File: config.mk
export PLATFORM = sky130hd
export DESIGN_NAME = switch_debouncer
export DESIGN_NICKNAME = d
export VERILOG_FILES = /design/src/rtl/switch_debouncer.sv
export SDC_FILE = /design/constraint.sdc
export NUM_CORES = 1
export LEC_CHECK = 0
export ABC_AREA = 1
export CORE_MARGIN = 2
export CORE_UTILIZATION = 55
export DETAILED_ROUTE_END_ITERATION = 10
export DONT_BUFFER_PORTS = 1
export GPL_TIMING_DRIVEN = 0
export PLACE_DENSITY_LB_ADDON = 0.08
export SYNTH_ARGS = -nofsm -noshare
export SYNTH_HDL_FRONTEND = slang
export SYNTH_SLANG_ARGS = --single-unit
export TNS_END_PERCENT = 30
File: constraint.sdc
create_clock -name clk -period 4.6 [get_ports clk]
set_input_delay 1.38 -clock clk [delete_from_list [all_inputs] [get_ports clk]]
set_output_delay 1.38 -clock clk [all_outputs]
set_load 0.02 [all_outputs]
File: src/rtl/switch_debouncer.sv
// Four-switch synchroniser/debouncer with a settle window that commits one clean 4-bit select code.
// Optional `SELECT_LOCK_EN adds the zakljucaj input that freezes commits while high.
module switch_debouncer #(
  parameter int DEBOUNCE_CYCLES = 500000,
  parameter int SETTLE_CYCLES   = 1000000
) (
  input  logic       clk,
  input  logic       rst,
  input  logic       switch_1,
  input  logic       switch_2,
  input  logic       switch_3,
  input  logic       switch_4,
`ifdef SELECT_LOCK_EN
  input  logic       zakljucaj,
`endif
  output logic [3:0] odabrani_uzorak,
  output logic       novi_uzorak,
  output logic       stabilno
);

  localparam int DW = $clog2(DEBOUNCE_CYCLES);
  localparam int SW = $clog2(SETTLE_CYCLES);

  typedef enum logic [1:0] {MIRUJE, SMIRIVANJE, POTVRDA} state_t;

  logic [3:0]    raw;
  logic [3:0]    sync1_p0;
  logic [3:0]    sync2_p1;
  logic [3:0]    deb_p2;
  logic [DW-1:0] deb_cnt [4];
  logic [3:0]    kandidat;
  logic [SW-1:0] scnt;
  logic          lock;
  state_t        state;

  assign raw = {switch_1, switch_2, switch_3, switch_4};

`ifdef SELECT_LOCK_EN
  assign lock = zakljucaj;
`else
  assign lock = 1'b0;
`endif

  // Stage p0/p1: two-flop synchroniser per switch
  always_ff @(posedge clk) begin
    if (rst) begin
      sync1_p0 <= '0;
      sync2_p1 <= '0;
    end else begin
      sync1_p0 <= raw;
      sync2_p1 <= sync1_p0;
    end
  end

  // Stage p2: per-bit debounce, level must persist DEBOUNCE_CYCLES clocks to flip
  always_ff @(posedge clk) begin
    if (rst) begin
      deb_p2 <= '0;
      for (int i = 0; i < 4; i++) deb_cnt[i] <= '0;
    end else begin
      for (int i = 0; i < 4; i++) begin
        if (sync2_p1[i] != deb_p2[i]) begin
          if (deb_cnt[i] == DW'(DEBOUNCE_CYCLES - 1)) begin
            deb_p2[i]  <= ~deb_p2[i];
            deb_cnt[i] <= '0;
          end else begin
            deb_cnt[i] <= deb_cnt[i] + DW'(1);
          end
        end else begin
          deb_cnt[i] <= '0;
        end
      end
    end
  end

  // Settle FSM: the whole debounced vector must hold before it is committed
  always_ff @(posedge clk) begin
    if (rst) begin
      state           <= MIRUJE;
      kandidat        <= '0;
      scnt            <= '0;
      odabrani_uzorak <= '0;
      novi_uzorak     <= 1'b0;
    end else begin
      novi_uzorak <= 1'b0;
      case (state)
        MIRUJE: begin
          if (lock) begin
            scnt <= '0;
          end else if (deb_p2 != odabrani_uzorak) begin
            state    <= SMIRIVANJE;
            kandidat <= deb_p2;
            scnt     <= '0;
          end
        end
        SMIRIVANJE: begin
          if (lock) begin
            state <= MIRUJE;
            scnt  <= '0;
          end else if (deb_p2 == odabrani_uzorak) begin
            state <= MIRUJE;
          end else if (deb_p2 != kandidat) begin
            kandidat <= deb_p2;
            scnt     <= '0;
          end else if (scnt == SW'(SETTLE_CYCLES - 1)) begin
            state <= POTVRDA;
          end else begin
            scnt <= scnt + SW'(1);
          end
        end
        POTVRDA: begin
          // Commit completes even if the lock rises in this cycle
          odabrani_uzorak <= kandidat;
          novi_uzorak     <= 1'b1;
          state           <= MIRUJE;
        end
        default: state <= MIRUJE;
      endcase
    end
  end

  assign stabilno = (state == MIRUJE);

endmodule
* Word-level counts from Yosys, hierarchy flattened
Memories as Yosys holds them, arrays and structs flattened.
Index checks and enable logic that the tools add are counted.
** Word-level totals
- Bits of input ports :: 6
- Memories kept :: 1
- Flip-flop bits (word level) :: 43
- Bits in writable memories :: 76
** Cells by class
- Multiplexer cells :: 73
- Add/subtract/negate cells :: 5
- Reduce and logical (&&, ||, !) cells :: 9
- Eq/ne operators :: 20
- Bitwise logic cells :: 16
** Memories
- deb_cnt :: words 4, bits a word 19, rd ports 4, clocked after memory_dff 0, wr ports 4, RTL line 30 : logic [DW-1:0] deb_cnt [4];
** Operators with widths (number)
- two-way mux 19 bit :: 12
- two-way mux 20 bit :: 4
- adder 19 x 1 -> 19 bit, second input constant :: 4
- == test 19 bit, second input constant :: 4
- two-way mux 1 bit :: 47
- case mux 20 bit (2 select lines) :: 1
- adder 20 x 1 -> 20 bit, second input constant :: 1
- == test 20 bit, second input constant :: 1
- two-way mux 4 bit :: 3
- bitwise OR 1 bit :: 12
- != test 3 bit, second input constant :: 3
- two-way mux 2 bit :: 4
- != test 4 bit :: 2
- case mux 4 bit (2 select lines) :: 1
- AND reduction 2 bit :: 4
- AND reduction 4 bit :: 2
- == test 4 bit :: 1
- != test 1 bit :: 4
- != test 2 bit, second input constant :: 2
- inverter 1 bit :: 4
- case mux 2 bit (2 select lines) :: 1
- AND reduction 3 bit :: 1
- == test 2 x 1 -> 1 bit, second input constant :: 1
- == test 2 bit, second input constant :: 1
- 3 further kinds :: 3

* Depth between registers and ports, before layout
Gate-level depths: netlist (run 1).
An unclocked memory read counts as a cell.
- Depth in word-level cells :: 9
- Depth in mapped cells :: 13
- Mapped depth without buffers :: 11

* Least setup slack after synthesis (run 1)
OpenSTA, ideal clock, no wires.
- Path type :: input port to flip-flop
- Start point :: in rst
- End point :: mem deb_cnt[2][18] in the netlist's numbering (data pin)
- Stages on the path :: 6
- Library setup time :: 0.140 ns
- Setup slack :: 2.260 ns
- Arrival :: 2.200 ns
- Path buffers :: 1
- Cells stage by stage :: clkinv_1 o21ai_0 a21oi_1 nand2_2 buf_6 a21oi_2
** RTL lines
- start: declaration :: RTL line 8 : input logic rst,
- end: declaration :: RTL line 30

* Final worst setup path (run 1)
- Start point :: reg state[0]
- End point :: out stabilno
** On the way
- Cells in the longest elaborated chain, start to end :: 1
** Ends and longest elaborated chain
- start: declaration :: RTL line 34 : state_t state;
- start signal: assignment :: RTL line 79 : state <= MIRUJE;
- start signal: assignment :: RTL line 91 : state <= SMIRIVANJE;
- start signal: assignment :: RTL line 98 : state <= MIRUJE;
- zero test 2 bit :: RTL line 122 : assign stabilno = (state == MIRUJE);
- end: declaration :: RTL line 18 : output logic stabilno
No other way between the ends.

==> results of run 1 <==
metal layers:
layer	vias to the layer above	wire [um]
met2	117	7190
met1	2797	6740
met4	0	286
met3	23	555
met5	-	0
li1	3210	-
state kept, by name, indices dropped and copies added (netlist names):
name and flops:
deb_p2 4, odabrani_uzorak 4, novi_uzorak 1, deb_cnt 76
state 2, kandidat 4, scnt 20, sync1_p0 4
sync2_p1 4
cells by family after synthesis:
family                     count (synthesis)  share of synthesized area
and+or+nand+nor                          582                      0.375
buffers and inverters                    149                     0.0872
DFF                                      119                      0.440
AOI/OAI and AO/OA                         69                     0.0522
xor gates and xnor gates                  30                     0.0368
adders and majority gates                  5                    0.00876
other                                      1                   0.000525
cell usage in the layout, fill, tap and decap left out, types with 4 or more instances in the layout:
master and n:
a21oi_2 5, nand3_2 10, nand2_1 219, o21ai_1 7, nor4_1 4, or2_2 12
nor2_2 13, clkbuf_16 17, buf_4 4, xor2_1 23, inv_1 119, nand3_1 70
nand4_1 29, o21ai_0 18, nor3b_1 6, xnor2_1 7, nor3_1 27, ha_1 5
inv_2 14, conb_1 76, nor3_2 5, clkbuf_1 7, edfxtp_1 76, nand2_2 11
dfxtp_1 43, nand3b_1 4, buf_6 4, a21oi_1 35, nor2_1 163
tightest hold or removal path, stage by stage (launching register included):
cell     delay, ps
dfxtp_1        300
inv_1           40
nor2_1          30
stage by stage:
stage               setup slack (ps)  hold WS, ps  utilization
floorplan                       2260          388            -
global placement                1910          391        0.603
detailed placement              1900          405        0.603
CTS                             2010          414        0.648
global route                    1990          443        0.648
finish                          2030          410        0.648
layout make-up:
class | count | area [um^2] | share of cell area
inverters | 134 | 503 | 0.0612
clock buffers | 22 | 444 | 0.0541
clock inverters | 10 | 129 | 0.0157
plain buffers | 15 | 120 | 0.0146
well taps | 172 | 215 | 0.0262
multi-input cells | 762 | 3660 | 0.446
flip-flops and latches | 119 | 3140 | 0.383
path summary, 6_finish.rpt:
check	from	end	slack, ps
worst max register to register	deb_cnt[0][0]	deb_cnt[0][10]	2560
worst min-delay path	sync1_p0[1]	sync2_p1[1]	410
worst max-delay path	state[0]	stabilno	2030
worst min register to register	sync1_p0[1]	sync2_p1[1]	410
power by group:
group          switching (mW)  internal (mW)  leakage, nW  total (mW)
Combinational          0.0622         0.0275         1.96      0.0897
Clock                   0.461          0.844        0.277        1.31
Sequential             0.0318           1.17         1.13        1.20
Total                   0.555           2.04         3.36        2.60
==> impl_results.md, run 1 <==
* GRT Residual Overflow at 0
* Post-Route WL at 14800 um
* Final Wtd Congestion at 0.927
* Max stage delay on crit path at 420 ps
* Max-slew violation count at 0
* RSZ-0062 raised after global routing: no
* Warnings, synthesis at 0
* Area post-placement at 0.00764 mm^2
* Die Y at 118 um
* Post-synthesis cell type count at 41
* Proportion of layout cells with a drive suffix above 1 at 0.108
* CTS Sinks at 119
* Fin. Hold Viols at 0
* First-pass GRT wire length at 25400 um
* Crit path max-delay cell type: nor2_1
* Detailed Route Iter0 Violations at 429
* Sequential fraction of the synthesis area at 0.440
* Critical path fanouts, max at 6
* Layout net count at 1060
* Crit path buf inv count at 0
* Via-to-Cell Ratio at 4.98
* Hold Path Stages at 2
* Busiest grt layer: met2
* Synth Flop Type: edfxtp_1
* Worst-Skew Late Latency at 420 ps
* Clock transition at path regs at 50 ps
* Hold buffer count at cts at 0
* Pre-antenna DRT Iters at 5
* I/O pins at 12
* Clock Path Buffers at 2
* Share of the synthesized area in the top cell type at 0.319
* Pin count of the biggest net entering global routing at 17
* R2r worst-path depth at 9
* Netlist Area Pre-Place at 0.00715 mm^2
* CP delay by family, top: simple AND/OR/NAND/NOR gates
* Core Rows at 41
* Power Dens Cells at 316 mW/mm^2
* Root buf cell: clkbuf_16
* Max Cap Viol at 0
* # fillers at 1178
* Starting Density at 0.564
* Antenna-violating nets left at 0
* Worst Path Arrival at 1190 ps
* GRT met3 Usage at 0.0475
* Yosys reg bits at 119
* Min-delay worst type: flip-flop to flip-flop
* Rel. slew slack at 0.554
* Leak at 3.36 nW
* Number of buffer cells added on primary ports at 0
* Critical Path Stages at 1
* DP HPWL at 10800 um
* Post-CTS setup buffers at 0
* Worst setup EP type: primary output
* Setup TNS at 0 ps
* Post-synthesis async set-or-reset flop share at 0
* Commonest cells post-synth: 219 x nand2_1, 163 x nor2_1, 119 x inv_1
* Leading area contributor after synthesis: edfxtp_1
* Vias in the first global route at 5681
* Drt wl/cell at 12.0 um
* Initial antenna violation count at 0
* Final instance area at 0.00822 mm^2
* ANT cells at 0
* Tmin final at 2570 ps
* Top cells by area, synth: edfxtp_1 32%, dfxtp_1 12%, nand2_1 12%
* Run status: completed
* CTS Buf Count at 17
* PostCTS Resize Cnt at 0
* Global Route Usage Sum at 0.225
* GR Layer Usage met1 at 0.287
* Area growth syn-to-layout at 15.0%
* Met2 usage at 0.377
* Final setup viols at 0
* Setup Skew at 6.34 ps
* Required time worst endpoint at 3220 ps
* Critical path cell sequence: nor2_1
* Non-Filler Instances at 1234
* WS Path Type: flip-flop to primary output
* Max Fclk at 0.389 GHz
* Placed Cells at 1202
* Via count at 6147
* Total power at 2.60 mW
* Core Region at 0.0127 mm^2
* Drt drc at 0
* CTS tree: done
* Die width at 118 um
* Startpoint types: flip-flop
* CTS H-tree depth at 4
* Number of synthesized flops with an enable pin at 76
* Count leader, synth: nand2_1
* Crit share post-route at 0.558
* Cells after synthesis at 955
* Die area at 0.0139 mm^2
* Slew @ Worst Pin at 666 ps
* Mapped Avg Cell Area at 7.48 um^2
* Worst ir drop on vdd at 224 uV
Note: power is estimated with default switching activity, not from simulation.
==> run 2, diff against run 1 <==
Clock period 4.6 ns to 2.4 ns, I/O delays scaled along.
==> results of run 2 <==
Same layout as run 1 (identical final DEF). Status: completed.
Among the figures that moved: setup slack after placement 1900 ps -> 362 ps; setup slack after layout 2030 ps -> 363 ps; hold slack 410 ps -> 405 ps; start point of the critical path state[0] -> deb_cnt[0][0]; end point of the critical path stabilno -> deb_cnt[0][10]; register-to-register setup slack 2560 ps -> 360 ps; end point of the worst hold path sync2_p1[1] -> sync1_p0[3]; total power 2.60 mW -> 4.97 mW; worst IR drop on VDD 224 uV -> 429 uV
==> run 3, diff against run 2 <==
Clock period 2.4 ns to 1.7 ns, I/O delays scaled along.
==> impl_results.md, run 3 (same netlist as run 1, synthesis figures left out) <==
* Power Dens Cells at 805 mW/mm^2
* Tmin final at 1720 ps
* Clock Path Buffers at 2 (unchanged)
* Root buf cell: clkbuf_16
* Non-Filler Instances at 1269 (+2.8%)
* Commonest cells after routing, fill and taps aside: 211 x nand2_1, 150 x nor2_1, 114 x inv_1
* Max Cap Viol at 0 (unchanged)
* ANT cells at 0 (unchanged)
* Initial antenna violation count at 0 (unchanged)
* DP HPWL at 10800 um (unchanged)
* CTS H-tree depth at 4 (unchanged)
* Final setup viols at 2 (+2)
* First-pass GRT wire length at 26100 um (+2.7%)
* Die Y at 118 um (unchanged)
* Die area at 0.0139 mm^2 (unchanged)
* Area growth syn-to-layout at 23.3%
* Final instance area at 0.00881 mm^2 (+7.2%)
* Pin count of the biggest net entering global routing at 17 (unchanged)
* Failing checks: setup timing
* Core Rows at 41 (unchanged)
* Worst-Skew Late Latency at 420 ps (about the same)
* Max FFs per register at 76 (unchanged)
* Slew @ Worst Pin at 540 ps (-126 ps)
* CTS tree: done
* Worst Path Arrival at 1890 ps
* Sequential standard cell area at 0.00315 mm^2 (+0.24%)
* Setup Skew at 5.71 ps (-0.629 ps)
* Proportion of layout cells with a drive suffix above 1 at 0.187 (+0.0786)
* Crit share post-route at 1.01
* GRT Residual Overflow at 0 (unchanged)
* Clock transition at path regs at 50 ps (about the same)
* Drt drc at 0 (unchanged)
* Largest register by flop count: deb_cnt
* Final Wtd Congestion at 0.927 (unchanged)
* Antenna-violating nets left at 0 (unchanged)
* Via-to-Cell Ratio at 5.03 (+0.91%)
* Total power at 7.09 mW
* Starting Density at 0.564 (unchanged)
* Reg-to-reg setup timing slack at -20 ps
* Startpoint types: flip-flop
* Layout net count at 1095 (+3.3%)
* WS Path Type: flip-flop to flip-flop
* Pre-antenna DRT Iters at 6 (+1)
* Detailed Route Iter0 Violations at 525 (+22%)
* Vias in the first global route at 5817 (+2.4%)
* RSZ-0062 raised after global routing: yes
* Required time worst endpoint at 1870 ps
* Leading cell type in the layout, fill and taps excluded: nand2_1
* Critical path fanouts, max at 4
* # fillers at 1078 (-8.5%)
* Multi-input gate area at 0.00395 mm^2 (+7.8%)
* Worst setup EP type: flip-flop
* Die width at 118 um (unchanged)
* CTS Sinks at 119 (unchanged)
* Global Route Usage Sum at 0.231 (+0.00566)
* Final WS setup at -16.2 ps
* Max Fclk at 0.583 GHz
* Via count at 6379 (+3.8%)
* Min-delay worst type: input pin to flip-flop
* Max-slew violation count at 0 (unchanged)
* Fin. Hold Viols at 0 (unchanged)
* Rel. slew slack at 0.640 (+0.0860)
* Worst ir drop on vdd at 613 uV
* Run status: finished, violations left
* Top Registers: deb_cnt (76), scnt (20)
* Post-Route WL at 16100 um (+8.9%)
* Core Region at 0.0127 mm^2 (unchanged)
* I/O pins at 12 (unchanged)
* Leak at 3.60 nW (+7.0%)
* Placed Cells at 1202 (unchanged)
* CTS Buf Count at 17 (unchanged)
* Area post-placement at 0.00764 mm^2 (unchanged)
* Number of buffer cells added on primary ports at 0 (unchanged)
* Drt wl/cell at 12.7 um (+5.9%)
run 3: cell types whose count changed in the layout (fill, tap and decap cells not counted), moves of 6 or more:
cell	before	now
buf_4	4	36
nor2_1	163	150
nand3_1	70	61
nand2_1	219	211
nand3_2	10	18
nor2_4	3	10
nor3_1	27	20
dfxtp_1	43	37
dfxtp_2	0	6
nor2_2	13	19
nor3_2	5	11
run 3: where the power goes:
part	internal, mW	leakage, nW	switching (mW)	total, mW
sequential	3.16	1.14	0.0893	3.25
combinational	0.106	2.19	0.197	0.302
clock	2.28	0.277	1.25	3.53
run 3: path summary, 6_finish.rpt:
path                 start        endpoint  cells after the start
min reg2reg    sync1_p0[0]     sync2_p1[0]                      2
max reg2reg  deb_cnt[0][1]  deb_cnt[0][15]                      9
max          deb_cnt[0][1]  deb_cnt[0][15]                      9
min               switch_1     sync1_p0[3]                      2
run 3: layout make-up:
| cell class | count | area share |
|---|---|---|
| multi-input combinational | 762 | 0.448 |
| clock inverter | 10 | 0.0146 |
| timing repair buffer | 35 | 0.0312 |
| tap | 172 | 0.0244 |
| sequential | 119 | 0.358 |
| clock buffer | 22 | 0.0504 |
| buffer | 15 | 0.0166 |
| inverter | 134 | 0.0571 |
run 3: per-stage QoR:
step | util | hold WS, ps | worst slack [ps] | TNS [ps]
floorplan | - | 388 | 28.2 | 0
global placement | 0.603 | 391 | -323 | -15200
detailed placement | 0.603 | 405 | -324 | -15930
CTS | 0.665 | 186 | -37.6 | -37.6
global route | 0.695 | 197 | -129 | -3260
finish | 0.695 | 193 | -16.2 | -18.2
run 3: repair_timing:
| action | in CTS | in global routing |
|---|---|---|
| setup buffers | 11 | 23 |
| hold buffers | 0 | 0 |
| cloned | 0 | 1 |
| gates resized for setup | 29 | 53 |
| setup endpoints to repair | 81 | 95 |
| pin swaps | 6 | 13 |
run 3: worst max-delay path: stages, from the launching register on:
cell,delay [ps]
edfxtp_1,350
ha_2,200
nand2_2,90
nor2_4,160
nand2_1,90
inv_1,90
nand3_2,120
buf_4,190
nand3_1,120
nor2_1,50
run 3: routing by layer:
layer / wire [um] / track usage / up-vias
met3: 744 / 0.0480 / 32
met4: 347 / 0.0791 / 0
met5: 0 / 0 / -
li1: - / - / 3286
met2: 7910 / 0.390 / 165
met1: 7090 / 0.294 / 2896
